`config.mk`:
```
export PLATFORM = sky130hd
export DESIGN_NAME = axi_lite_req_arbiter_flat
export DESIGN_NICKNAME = d
export VERILOG_FILES = /design/src/rtl/axi_lite_req_arbiter_if.sv /design/src/rtl/axi_lite_req_arbiter.sv /design/src/flat_wrapper.sv
export SDC_FILE = /design/constraint.sdc
export NUM_CORES = 1
export LEC_CHECK = 0
export BUFFER_PORTS_ARGS = -buffer_cell sky130_fd_sc_hd__buf_2
export CAP_MARGIN = 15
export CORE_AREA = 2 2 139 141
export CTS_BUF_LIST = sky130_fd_sc_hd__clkbuf_8 sky130_fd_sc_hd__clkbuf_16
export CTS_CLUSTER_SIZE = 10
export DETAILED_ROUTE_END_ITERATION = 7
export DIE_AREA = 0 0 141 143
export PLACE_DENSITY = 0.74
export SKIP_CTS_REPAIR_TIMING = 1
export SLEW_MARGIN = 15
export SYNTH_ARGS = -nofsm -noshare
export SYNTH_HDL_FRONTEND = slang
export SYNTH_SLANG_ARGS = --single-unit
```
`constraint.sdc`:
```
create_clock -name aclk -period 2.4 [get_ports aclk]
set_input_delay 0.24 -clock aclk [delete_from_list [all_inputs] [get_ports aclk]]
set_output_delay 0.24 -clock aclk [all_outputs]
set_load 0.01 [all_outputs]
```
`src/rtl/axi_lite_req_arbiter_if.sv`:
```
// Bundle between two request clients, the arbiter and an AXI-Lite master engine.
// cN_req stays high with a stable payload until that client's one-cycle cN_ack; m_*_req and m_*_done are single-cycle pulses.
interface axi_lite_req_arbiter_if;
    logic        c0_req,   c1_req;
    logic        c0_we,    c1_we;
    logic [31:0] c0_addr,  c1_addr;
    logic [31:0] c0_wdata, c1_wdata;
    logic [3:0]  c0_strb,  c1_strb;
    logic        c0_ack,   c1_ack;
    logic [31:0] c0_rdata, c1_rdata;
    logic [1:0]  c0_resp,  c1_resp;

    logic        m_wr_req, m_rd_req;
    logic [31:0] m_wr_addr, m_wr_data, m_rd_addr;
    logic [3:0]  m_wr_strb;
    logic        m_wr_done, m_rd_done;
    logic [1:0]  m_wr_resp, m_rd_resp;
    logic [31:0] m_rd_data;

    // Arbiter side
    modport slave (
        input  c0_req, c1_req, c0_we, c1_we, c0_addr, c1_addr,
        input  c0_wdata, c1_wdata, c0_strb, c1_strb,
        output c0_ack, c1_ack, c0_rdata, c1_rdata, c0_resp, c1_resp,
        output m_wr_req, m_rd_req, m_wr_addr, m_wr_data, m_rd_addr, m_wr_strb,
        input  m_wr_done, m_rd_done, m_wr_resp, m_rd_resp, m_rd_data
    );

    // Environment side: clients plus master engine
    modport master (
        output c0_req, c1_req, c0_we, c1_we, c0_addr, c1_addr,
        output c0_wdata, c1_wdata, c0_strb, c1_strb,
        input  c0_ack, c1_ack, c0_rdata, c1_rdata, c0_resp, c1_resp,
        input  m_wr_req, m_rd_req, m_wr_addr, m_wr_data, m_rd_addr, m_wr_strb,
        output m_wr_done, m_rd_done, m_wr_resp, m_rd_resp, m_rd_data
    );
endinterface

```
`src/rtl/axi_lite_req_arbiter.sv`:
```
// Two-client round-robin arbiter in front of an AXI-Lite master; one transaction
// in flight, with a forced SLVERR-style completion when the master never answers.
module axi_lite_req_arbiter #(
    parameter int TIMEOUT_CYCLES = 256
) (
    input  logic                         aclk,
    input  logic                         areset,
    axi_lite_req_arbiter_if.slave        bus,
    output logic                         busy,
    output logic [1:0]                   grant,
    output logic [1:0]                   state_dbg
);
    typedef enum logic [1:0] {IDLE = 2'd0, ISSUE = 2'd1, WAIT = 2'd2, ACK = 2'd3} state_t;

    localparam logic [15:0] TIMEOUT_LAST = 16'(TIMEOUT_CYCLES - 1);

    state_t      state, state_nxt;
    logic        last_c1;
    logic        owner_we;
    logic [1:0]  grant_q;
    logic [15:0] wait_cnt;
    logic [31:0] wr_addr_q, wr_data_q, rd_addr_q;
    logic [3:0]  wr_strb_q;
    logic [31:0] c0_rdata_q, c1_rdata_q;
    logic [1:0]  c0_resp_q, c1_resp_q;

    logic        any_req, pick_c1, done_hit, timeout_hit;
    logic        sel_we;
    logic [31:0] sel_addr, sel_wdata, cpl_rdata;
    logic [3:0]  sel_strb;
    logic [1:0]  cpl_resp;
    logic        ack_c0, ack_c1, wr_pulse, rd_pulse;

    always_comb begin
        any_req   = bus.c0_req | bus.c1_req;
        // A lone requester always wins; on a tie the client not granted last wins.
        pick_c1   = bus.c1_req & (~bus.c0_req | ~last_c1);
        sel_we    = pick_c1 ? bus.c1_we    : bus.c0_we;
        sel_addr  = pick_c1 ? bus.c1_addr  : bus.c0_addr;
        sel_wdata = pick_c1 ? bus.c1_wdata : bus.c0_wdata;
        sel_strb  = pick_c1 ? bus.c1_strb  : bus.c0_strb;
        done_hit    = owner_we ? bus.m_wr_done : bus.m_rd_done;
        timeout_hit = (wait_cnt == TIMEOUT_LAST);
        cpl_resp  = done_hit ? (owner_we ? bus.m_wr_resp : bus.m_rd_resp) : 2'b10;
        cpl_rdata = (done_hit && !owner_we) ? bus.m_rd_data : 32'h0;
    end

    always_ff @(posedge aclk) begin
        if (areset) state <= IDLE;
        else        state <= state_nxt;
    end

    always_comb begin
        state_nxt = state;
        case (state)
            IDLE:    if (any_req) state_nxt = ISSUE;
            ISSUE:   state_nxt = WAIT;
            WAIT:    if (done_hit || timeout_hit) state_nxt = ACK;
            ACK:     state_nxt = IDLE;
            default: state_nxt = IDLE;
        endcase
    end

    always_comb begin
        busy      = (state != IDLE);
        wr_pulse  = (state == ISSUE) &  owner_we;
        rd_pulse  = (state == ISSUE) & ~owner_we;
        ack_c0    = (state == ACK) & grant_q[0];
        ack_c1    = (state == ACK) & grant_q[1];
        state_dbg = state;
    end

    always_ff @(posedge aclk) begin
        if (areset) begin
            last_c1    <= 1'b1;
            owner_we   <= 1'b0;
            grant_q    <= 2'b00;
            wait_cnt   <= 16'h0;
            wr_addr_q  <= 32'h0;
            wr_data_q  <= 32'h0;
            wr_strb_q  <= 4'h0;
            rd_addr_q  <= 32'h0;
            c0_rdata_q <= 32'h0;
            c1_rdata_q <= 32'h0;
            c0_resp_q  <= 2'b00;
            c1_resp_q  <= 2'b00;
        end else begin
            case (state)
                IDLE: if (any_req) begin
                    grant_q  <= pick_c1 ? 2'b10 : 2'b01;
                    last_c1  <= pick_c1;
                    owner_we <= sel_we;
                    if (sel_we) begin
                        wr_addr_q <= sel_addr;
                        wr_data_q <= sel_wdata;
                        wr_strb_q <= sel_strb;
                    end else begin
                        rd_addr_q <= sel_addr;
                    end
                end
                ISSUE: wait_cnt <= 16'h0;
                // A matching done takes priority over a timeout landing in the same cycle.
                WAIT: if (done_hit || timeout_hit) begin
                    if (grant_q[1]) begin
                        c1_resp_q  <= cpl_resp;
                        c1_rdata_q <= cpl_rdata;
                    end else begin
                        c0_resp_q  <= cpl_resp;
                        c0_rdata_q <= cpl_rdata;
                    end
                end else begin
                    wait_cnt <= wait_cnt + 16'd1;
                end
                ACK: grant_q <= 2'b00;
                default: ;
            endcase
        end
    end

    assign grant         = grant_q;
    assign bus.c0_ack    = ack_c0;
    assign bus.c1_ack    = ack_c1;
    assign bus.c0_rdata  = c0_rdata_q;
    assign bus.c1_rdata  = c1_rdata_q;
    assign bus.c0_resp   = c0_resp_q;
    assign bus.c1_resp   = c1_resp_q;
    assign bus.m_wr_req  = wr_pulse;
    assign bus.m_rd_req  = rd_pulse;
    assign bus.m_wr_addr = wr_addr_q;
    assign bus.m_wr_data = wr_data_q;
    assign bus.m_wr_strb = wr_strb_q;
    assign bus.m_rd_addr = rd_addr_q;
endmodule

```
`src/flat_wrapper.sv`:
```
// flat-port wrapper written by rule: the top's interface ports become plain ports
module axi_lite_req_arbiter_flat 
#(
    parameter int TIMEOUT_CYCLES = 256
)
  (aclk, areset, busy, grant, state_dbg, bus_c0_req, bus_c1_req, bus_c0_we, bus_c1_we, bus_c0_addr, bus_c1_addr, bus_c0_wdata, bus_c1_wdata, bus_c0_strb, bus_c1_strb, bus_c0_ack, bus_c1_ack, bus_c0_rdata, bus_c1_rdata, bus_c0_resp, bus_c1_resp, bus_m_wr_req, bus_m_rd_req, bus_m_wr_addr, bus_m_wr_data, bus_m_rd_addr, bus_m_wr_strb, bus_m_wr_done, bus_m_rd_done, bus_m_wr_resp, bus_m_rd_resp, bus_m_rd_data);
  axi_lite_req_arbiter_if bus_i ();
  input  logic aclk;
  input  logic areset;
  output logic busy;
  output logic [1:0] grant;
  output logic [1:0] state_dbg;
  input wire logic [$bits(bus_i.c0_req)-1:0] bus_c0_req;
  input wire logic [$bits(bus_i.c1_req)-1:0] bus_c1_req;
  input wire logic [$bits(bus_i.c0_we)-1:0] bus_c0_we;
  input wire logic [$bits(bus_i.c1_we)-1:0] bus_c1_we;
  input wire logic [$bits(bus_i.c0_addr)-1:0] bus_c0_addr;
  input wire logic [$bits(bus_i.c1_addr)-1:0] bus_c1_addr;
  input wire logic [$bits(bus_i.c0_wdata)-1:0] bus_c0_wdata;
  input wire logic [$bits(bus_i.c1_wdata)-1:0] bus_c1_wdata;
  input wire logic [$bits(bus_i.c0_strb)-1:0] bus_c0_strb;
  input wire logic [$bits(bus_i.c1_strb)-1:0] bus_c1_strb;
  output wire logic [$bits(bus_i.c0_ack)-1:0] bus_c0_ack;
  output wire logic [$bits(bus_i.c1_ack)-1:0] bus_c1_ack;
  output wire logic [$bits(bus_i.c0_rdata)-1:0] bus_c0_rdata;
  output wire logic [$bits(bus_i.c1_rdata)-1:0] bus_c1_rdata;
  output wire logic [$bits(bus_i.c0_resp)-1:0] bus_c0_resp;
  output wire logic [$bits(bus_i.c1_resp)-1:0] bus_c1_resp;
  output wire logic [$bits(bus_i.m_wr_req)-1:0] bus_m_wr_req;
  output wire logic [$bits(bus_i.m_rd_req)-1:0] bus_m_rd_req;
  output wire logic [$bits(bus_i.m_wr_addr)-1:0] bus_m_wr_addr;
  output wire logic [$bits(bus_i.m_wr_data)-1:0] bus_m_wr_data;
  output wire logic [$bits(bus_i.m_rd_addr)-1:0] bus_m_rd_addr;
  output wire logic [$bits(bus_i.m_wr_strb)-1:0] bus_m_wr_strb;
  input wire logic [$bits(bus_i.m_wr_done)-1:0] bus_m_wr_done;
  input wire logic [$bits(bus_i.m_rd_done)-1:0] bus_m_rd_done;
  input wire logic [$bits(bus_i.m_wr_resp)-1:0] bus_m_wr_resp;
  input wire logic [$bits(bus_i.m_rd_resp)-1:0] bus_m_rd_resp;
  input wire logic [$bits(bus_i.m_rd_data)-1:0] bus_m_rd_data;
  assign bus_i.c0_req = bus_c0_req;
  assign bus_i.c1_req = bus_c1_req;
  assign bus_i.c0_we = bus_c0_we;
  assign bus_i.c1_we = bus_c1_we;
  assign bus_i.c0_addr = bus_c0_addr;
  assign bus_i.c1_addr = bus_c1_addr;
  assign bus_i.c0_wdata = bus_c0_wdata;
  assign bus_i.c1_wdata = bus_c1_wdata;
  assign bus_i.c0_strb = bus_c0_strb;
  assign bus_i.c1_strb = bus_c1_strb;
  assign bus_c0_ack = bus_i.c0_ack;
  assign bus_c1_ack = bus_i.c1_ack;
  assign bus_c0_rdata = bus_i.c0_rdata;
  assign bus_c1_rdata = bus_i.c1_rdata;
  assign bus_c0_resp = bus_i.c0_resp;
  assign bus_c1_resp = bus_i.c1_resp;
  assign bus_m_wr_req = bus_i.m_wr_req;
  assign bus_m_rd_req = bus_i.m_rd_req;
  assign bus_m_wr_addr = bus_i.m_wr_addr;
  assign bus_m_wr_data = bus_i.m_wr_data;
  assign bus_m_rd_addr = bus_i.m_rd_addr;
  assign bus_m_wr_strb = bus_i.m_wr_strb;
  assign bus_i.m_wr_done = bus_m_wr_done;
  assign bus_i.m_rd_done = bus_m_rd_done;
  assign bus_i.m_wr_resp = bus_m_wr_resp;
  assign bus_i.m_rd_resp = bus_m_rd_resp;
  assign bus_i.m_rd_data = bus_m_rd_data;
  axi_lite_req_arbiter #(.TIMEOUT_CYCLES(TIMEOUT_CYCLES)) u_core (.aclk(aclk), .areset(areset), .bus(bus_i), .busy(busy), .grant(grant), .state_dbg(state_dbg));
endmodule
```
# --- Word level (Yosys, flattened, before mapping) ---
# Index checks and enable logic that the tools add are counted.
totals:
  ff_bits: 190
  in_bits: 180
  out_inout_bits: 177
  elab_cells: 64
classes:
  add_sub_neg: 1
  eq_ne: 7
  mux: 16
  bitwise: 12
  reduce_logical: 15
op_table:
  columns: ["op", "count"]
  rows:
  - ["two-way mux 32 bit", 3]
  - ["case mux 16 bit (2 select lines)", 1]
  - ["adder 16 x 1 -> 16 bit, second input constant", 1]
  - ["equality test 16 x 8 -> 1 bit, second input constant", 1]
  - ["two-way mux 16 bit", 1]
  - ["two-way mux 2 bit", 6]
  - ["AND reduction 3 bit", 4]
  - ["case mux 2 bit (4 select lines)", 1]
  - ["AND reduction 2 bit", 4]
  - ["nonzero test 2 bit", 3]
  - ["AND 1 bit", 5]
  - ["inverter 1 bit", 5]
  - ["equality test 2 bit, second input constant", 2]
  - ["two-way mux 4 bit", 1]
  - ["!= test 2 x 1 -> 1 bit, second input constant", 2]
  - ["case mux 2 bit (2 select lines)", 1]
  - ["equality test 2 x 1 -> 1 bit, second input constant", 1]
  - ["zero test 2 bit", 1]
  - ["two-way mux 1 bit", 2]
  - ["!= test 2 bit, second input constant", 1]
  - ["bitwise OR 1 bit", 2]
  - ["logical AND 1 bit", 1]
  - ["zero test 1 bit", 1]
  - ["logical OR 1 bit", 1]

# --- Logic depth before layout (Yosys ltp) ---
# Gate-level depths: netlist (run 1).
depth:
  depth_word: 6
  ltp_mapped: 8
  depth_no_buf: 6

# --- Worst setup path after synthesis (run 1) ---
# OpenSTA, ideal clock, no wires.
synth_timing:
  path_type: "register -> register"
  startpoint: "reg u_core.wait_cnt[8]"
  endpoint: "reg u_core.wait_cnt[1]"
  setup_ps: 122
  t_arrival_ps: 1999
  required_ps: 2278
  setup_slack_ps: 279
  stages_incl_launch_ff: 6
  n_path_buf: 1
  period_less_slack_ps: 2121
  path_cell_list: "dfxtp_1 or4_4 or4_4 buf_6 and4_4 a311o_1"
synth_between:
  elab_chain_cells: 4
synth_rtl:
  columns: ["item", "line_no", "source"]
  rows:
  - ["from (decl)", "axi_lite_req_arbiter.sv:21", "logic [15:0] wait_cnt;"]
  - ["from (signal assigned)", "axi_lite_req_arbiter.sv:112", "wait_cnt <= wait_cnt + 16'd1;"]
  - ["equality test 16 x 8 -> 1 bit", "axi_lite_req_arbiter.sv:43", "timeout_hit = (wait_cnt == TIMEOUT_LAST);"]
  - ["logical OR 1 bit", "axi_lite_req_arbiter.sv:103", "WAIT: if (done_hit || timeout_hit) begin"]
  - ["!= test 2 bit (no source line)", null, null]
  - ["AND reduction 2 bit (no source line)", null, null]
# No other way between the ends.
# A chain may end at the register's enable or synchronous reset.

# --- Worst setup path in the final report (run 1) ---
layout_timing:
  startpoint: "reg u_core.wait_cnt[12]"
  endpoint: "reg u_core.c0_rdata_q[16] (netlist: u_core.bus.c0_rdata[16])"
layout_between:
  elab_chain_cells: 3
layout_rtl:
  columns: ["item", "line_no", "source"]
  rows:
  - ["equality test 16 x 8 -> 1 bit", "axi_lite_req_arbiter.sv:43", null]
  - ["logical OR 1 bit", "axi_lite_req_arbiter.sv:103", null]
  - ["AND reduction 3 bit (no source line)", null, null]
  - ["to (signal assigned)", "axi_lite_req_arbiter.sv:109", "c0_rdata_q <= cpl_rdata;"]
  - ["to (decl)", "axi_lite_req_arbiter.sv:24", "logic [31:0] c0_rdata_q, c1_rdata_q;"]
# No other way between the ends.

==> results by group, run 1 <==
Synth
  – Post-synthesis register bit count: 190
  – Synthesized Nets: roughly 940
  – Synth async-reset ratio: 0%
  – Largest family of logic cells by synthesized area: compound AO/OA/AOI/OAI gates
  – Syn Area/Cell: 10.2 um2
  – Synth Cell Area: a little under 8000 um2
  – Yosys cell types: 49
  – Synth Area in Simple Gates: 6.56%
  – Post-synthesis cell count: 756
  – Number of synthesized flops with an enable pin: 0
  – Adder-Cell Fraction of Synth Area: less than 1%
  – Yosys warns: 0
  – Xor-xnor portion of the synthesized cell area: 0%
  – Synth Flop Type: dfxtp_1
  – Multiplexer area fraction after synthesis: 10.4%
  – Compound-Gate Fraction of Synth Area: 28.3%
  – Post-synthesis sequential area ratio: 49.5%

Detailed routing
  – Final WL: 23.3 mm
  – Vias/cell: 5.67
  – Pre-antenna DRT Iters: 5
  – Post-DRT Antenna Nets: 0
  – Via Count: between 7k and 8k
  – DRC Markers: 0
  – Avg WL per Cell: 17.6 um
  – Initial DRC Count: 502

Die
  – Die area: 20200 um2
  – Die width: 141 um
  – Core box area: 18600 um2
  – Initial Util: 41.4%
  – Placement Rows: 50
  – Total I/O pin count: around 360
  – Die Span Y: 143 um

Timing
  – Setup TNS: 0 ns
  – RSZ-0062 raised after global routing: false
  – Final Hold Viols: 0
  – Final Critical Period: 2.21 ns
  – Slew @ Worst Pin: between 0.6 and 0.7 ns
  – Setup violations, final: 0
  – Final Max Tran Viols: 0
  – PnR worst setup slack: 0.191 ns
  – Max Clk Rate: 453 MHz
  – WHS: 0.0343 ns
  – Crit share post-route: 92.0%
  – Setup Skew: about 0.016 ns
  – Slew HR: approximately 58%

GRT
  – Vias in the first global route: 6944
  – Gr ovfl total: 0
  – GR Util met1: 27.7%
  – M3 GR Usage: 5.67%
  – GR Layer Usage met2: 38.9%
  – First-pass GRT wire length: between 30 and 40 mm
  – GR peak layer: met2
  – Antenna violations before repair: 2
  – Global Route Usage Sum: about 22%
  – Largest net degree at the start of global routing: ~100

Critical path
  – CP startpoint kind: register
  – CP arrival: around 2.5 ns
  – Crit. End Element: register
  – Worst R2R Path Depth: 5
  – Worst path required time: 2.71 ns
  – CP Class: register to register
  – Max FO, Critical Path: 34

Clock tree
  – CTS Root Cell: clkbuf_16
  – Longest Clk Path Bufs: 2
  – H-tree Lvls: 4
  – TritonCTS buffer count: 17
  – Clock transition at path regs: ~0.070 ns
  – CTS sink count: 190
  – CTS tree: done
  – Worst skew pair latency: 0.43 ns

Final layout
  – Most common cell after layout, fill and taps aside: buf_2
  – Most frequent cells in the layout: 355 x buf_2, 190 x dfxtp_1, 107 x a21oi_1
  – Layout cell share with drive strength beyond 1: 39.0%
  – Finished Layout Cells: 1323
  – Final Util: 55.4%
  – Nets: 1259
  – Area growth, synth to finish: 33.8%

Run status
  – Status: completed

Hold path
  – Class of the worst hold path: input pin to register
  – Worst hold path depth: 2

Place
  – Worst slack at placement: 0.248 ns
  – IO Port Bufs: 356
  – Final HPWL DP: 16.6 mm
  – Routability congestion estimate: 0.937
  – Placed cells: about 1.3k

Pwr
  – Power Density: 953 nW/um2
  – Peak VDD IR: 0.000465 V
  – Leak: 4.56 nW

Flow run
  – Max-Cap Viols: 0
==> through the flow <==
stage	total power, mW	cell area (um2)
5_1_grt	10.4	10300
3_3_place_gp	7.17	9730
4_1_cts	9.90	10300
3_5_place_dp	7.22	9730
2_1_floorplan	5.87	7690
6_report	9.81	10300
==> flip-flops by register name, indices dropped and copies added (netlist names), 4 cells and up <==
| register | cells |
|---|---|
| u_core.bus.c0_rdata | 32 |
| u_core.bus.c1_rdata | 32 |
| u_core.bus.m_rd_addr | 32 |
| u_core.bus.m_wr_addr | 32 |
| u_core.bus.m_wr_data | 32 |
| u_core.wait_cnt | 16 |
| u_core.bus.m_wr_strb | 4 |
==> critical path, cell delays in order, from the launching register on <==
cell	delay (ns)
dfxtp_1	0.36
or4_1	0.57
nor4_2	0.43
o211ai_1	0.13
buf_4	0.29
a32o_1	0.31
==> cell type report <==
type | instances | area, um2
inverter | 10 | 37.5
fill | 1658 | 8290
clock buffer | 17 | 425
multi-input combinational | 480 | 3600
tap | 234 | 293
antenna | 3 | 7.51
clock inverter | 14 | 124
sequential | 190 | 3800
timing repair buffer | 375 | 2000
==> where the power goes <==
group	switching, mW	leakage (nW)	internal [mW]	total, mW
clock network	1.31	0.267	1.36	2.68
registers	0.304	1.55	3.71	4.01
logic	1.88	2.74	1.25	3.13
total	3.50	4.56	6.32	9.81
==> final timing paths <==
path / slack, ns / start / to
worst max-delay path: 0.19 / u_core.wait_cnt[12]$_SDFFE_PP0P_ / u_core.bus.c0_rdata[16]$_SDFFE_PP0P_
worst min-delay path: 0.03 / bus_m_rd_data[10] / u_core.bus.c1_rdata[10]$_SDFFE_PP0P_
worst max register to register: 0.19 / u_core.wait_cnt[12]$_SDFFE_PP0P_ / u_core.bus.c0_rdata[16]$_SDFFE_PP0P_
worst min register to register: 0.46 / u_core.bus.c0_resp[0]$_SDFFE_PP0P_ / u_core.bus.c0_resp[0]$_SDFFE_PP0P_
==> Yosys cell counts, types with 5 or more instances <==
master / n / share of area [%]
or4_1: 6 / 0.59
a211oi_1: 100 / 9.8
inv_1: 9 / 0.44
a21oi_1: 107 / 7.0
nand2_1: 22 / 1.1
dfxtp_1: 190 / 49
ha_1: 5 / 0.81
nand3_1: 10 / 0.65
nand4_1: 6 / 0.49
nand2b_1: 5 / 0.41
buf_1: 6 / 0.29
nor2_1: 9 / 0.44
a32o_1: 64 / 8.3
o21ai_0: 8 / 0.52
clkbuf_1: 63 / 3.1
mux2i_1: 78 / 10
nor4_1: 9 / 0.73
buf_2: 6 / 0.39
==> cell families after synthesis <==
logic type | Yosys count
and+or+nand+nor | 89
adders and majority gates | 5
muxes | 80
AOI/OAI and AO/OA | 306
buffers and inverters | 86
DFF | 190
==> metal layers <==
layer | wire [um] | vias up
li1 | - | 3605
met1 | 9620 | 3539
met2 | 11800 | 335
met3 | 1590 | 26
met4 | 299 | 2
met5 | 7 | -
Note: power is estimated with default switching activity, not from simulation.
==> run 2, diff against run 1 <==
--- a/config.mk
+++ b/config.mk
@@ -12,7 +12,7 @@
 export CTS_CLUSTER_SIZE = 10
 export DETAILED_ROUTE_END_ITERATION = 7
 export DIE_AREA = 0 0 141 143
-export PLACE_DENSITY = 0.74
+export PLACE_DENSITY = 0.77
 export SKIP_CTS_REPAIR_TIMING = 1
 export SLEW_MARGIN = 15
 export SYNTH_ARGS = -nofsm -noshare
==> run 2 against run 1 <==
  * Clock power rose by 7%
  * Global-route usage rose by 0.25 points
  * First-iteration DRC count rose by 0.40%
  * Via count barely moved
  * Die area did not move
  * Power rose by 2.4%
  * Worst setup slack improved by 0.046 ns
  * Maximum frequency rose by 2.1%
  * Design area rose by 0.91%
  * Clock-buffer cell count did not move
  * Routed wire length rose by 1.7%
==> results by group, run 2 (same netlist as run 1, synthesis figures left out) <==
GRT
  – Gr ovfl total: 0
  – Global Route Usage Sum: 22.6%
  – Antenna violations before repair: 1
  – Vias in the first global route: 6981
  – Largest net degree at the start of global routing: 78
  – First-pass GRT wire length: 36.5 mm

Clock tree
  – CTS tree: done
  – H-tree Lvls: 4
  – Clock transition at path regs: 0.08 ns
  – Worst skew pair latency: 0.43 ns
  – CTS Root Cell: clkbuf_16
  – CTS sink count: 190
  – TritonCTS buffer count: 17
  – Longest Clk Path Bufs: 2

Critical path
  – CP Buf/Inv Count: 0
  – Worst-path cell chain: or4_1 > or4_4 > and4_4 > a311o_1
  – Max FO, Critical Path: 10
  – Slowest-stage cell, CP: or4_4
  – CP Class: register to register
  – CP startpoint kind: register
  – Crit. End Element: register
  – Worst path required time: roughly 2.7 ns
  – CP delay by family, top: simple AND/OR/NAND/NOR gates
  – Slowest stage delay, CP: 0.63 ns
  – CP arrival: 2.48 ns

Final layout
  – Area growth, synth to finish: 35.1%
  – Register area: 3800 um2
  – Fin area: between 10000 and 15000 um2
  – Nets: 1264
  – Layout cell share with drive strength beyond 1: roughly two fifths
  – Most frequent cells in the layout: 355 x buf_2, 190 x dfxtp_1, 107 x a21oi_1
  – Multi-input logic area: 3600 um2
  – # fillers: 1651
  – Most common cell after layout, fill and taps aside: buf_2
  – Ant diodes: 0

Timing
  – Crit share post-route: 90.1%
  – Setup Skew: around 0.0099 ns
  – Max Clk Rate: approximately 460 MHz
  – WHS: 0.0274 ns
  – Final Critical Period: between 2 and 2.5 ns
  – Final Hold Viols: 0
  – Setup violations, final: 0
  – Final Max Tran Viols: 0
  – Setup TNS: 0 ns
  – Slew HR: 49.1%
  – Slew @ Worst Pin: 0.764 ns
  – RSZ-0062 raised after global routing: false

Detailed routing
  – Final WL: 23.7 mm
  – Via Count: 7508
  – Initial DRC Count: 504
  – DRC Markers: 0
  – Post-DRT Antenna Nets: 0
  – Pre-antenna DRT Iters: 7
  – Vias/cell: 5.66
  – Avg WL per Cell: approximately 18 um

Pwr
  – Combinational fraction of design power: 31.6%
  – Seq pwr share: 39.9%
  – Sw Pwr: 3.64 mW
  – Switch share: 36.2%
  – Leak: 4.61 nW
  – Power Density: just under 1000 nW/um2
  – Peak VDD IR: between 0.0005 and 0.0006 V
  – Clock share of power: 28.5%
  – Internal: 6.41 mW

Place
  – IO Port Bufs: 356
  – Routability congestion estimate: slightly below 0.9
  – Dpl cell area: just under 10000 um2
  – Final HPWL DP: 17.2 mm

Die
  – Total I/O pin count: 357
  – Placement Rows: 50
  – Die width: 141 um
  – Die Span Y: around 140 um
  – Core box area: 18600 um2
  – Initial Util: 41.4%
  – Die area: 20200 um2

Flow run
  – Max-Cap Viols: 0

Run status
  – Status: completed

Hold path
  – Class of the worst hold path: input pin to register
run 2: changes by cell type in the layout (fill, tap and decap cells not counted):
cell / change
clkinv_8: +5
buf_4: +5
inv_6: -4
clkinvlp_4: -2
inv_12: +2
diode_2: -3
run 2: power by group through the flow:
| stage | clock network [mW] | registers, mW | logic [mW] |
|---|---|---|---|
| floorplan | 0 | 4.30 | 1.57 |
| global placement | 0 | 4.06 | 3.16 |
| detailed placement | 0 | 4.06 | 3.19 |
| CTS | 2.93 | 4.00 | 3.19 |
| global route | 3.06 | 4.07 | 3.46 |
| finish | 2.87 | 4.01 | 3.17 |
run 2: cell type report:
cell class | count | share of cell area [%]
clock buffers | 17 | 4.10
multi-input cells | 480 | 34.7
clock inverters | 15 | 1.81
flip-flops and latches | 190 | 36.6
repair buffers | 380 | 19.6
well taps | 234 | 2.82
inverters | 10 | 0.361
run 2: path summary, 6_finish.rpt:
kind	startpoint	to	slack [ns]	cells after the start
setup / recovery	u_core.wait_cnt[12]$_SDFFE_PP0P_	u_core.wait_cnt[1]$_SDFFE_PP0P_	0.24	4
setup reg to reg	u_core.wait_cnt[12]$_SDFFE_PP0P_	u_core.wait_cnt[1]$_SDFFE_PP0P_	0.24	4
hold / removal	bus_m_rd_data[13]	u_core.bus.c0_rdata[13]$_SDFFE_PP0P_	0.03	2
hold reg to reg	u_core.bus.c1_resp[0]$_SDFFE_PP0P_	u_core.bus.c1_resp[0]$_SDFFE_PP0P_	0.46	2
run 2: metal layers:
metal / GRT usage (%) / wire length [um]
met1: 27.8 / 9550
met2: 39.1 / 12000
met3: 4.26 / 1490
met4: 9.42 / 667
met5: 0 / 7
run 2: stage by stage:
step / power [mW] / setup slack, ns / std cells / util (%)
floorplan: 5.87 / 0.279 / 756 / -
global placement: 7.21 / 0.272 / 1294 / 52.6
detailed placement: 7.26 / 0.267 / 1294 / 52.6
CTS: 10.1 / 0.248 / 1326 / 55.9
global route: 10.6 / 0.168 / 1326 / 55.9
finish: 10.0 / 0.237 / 1326 / 55.9
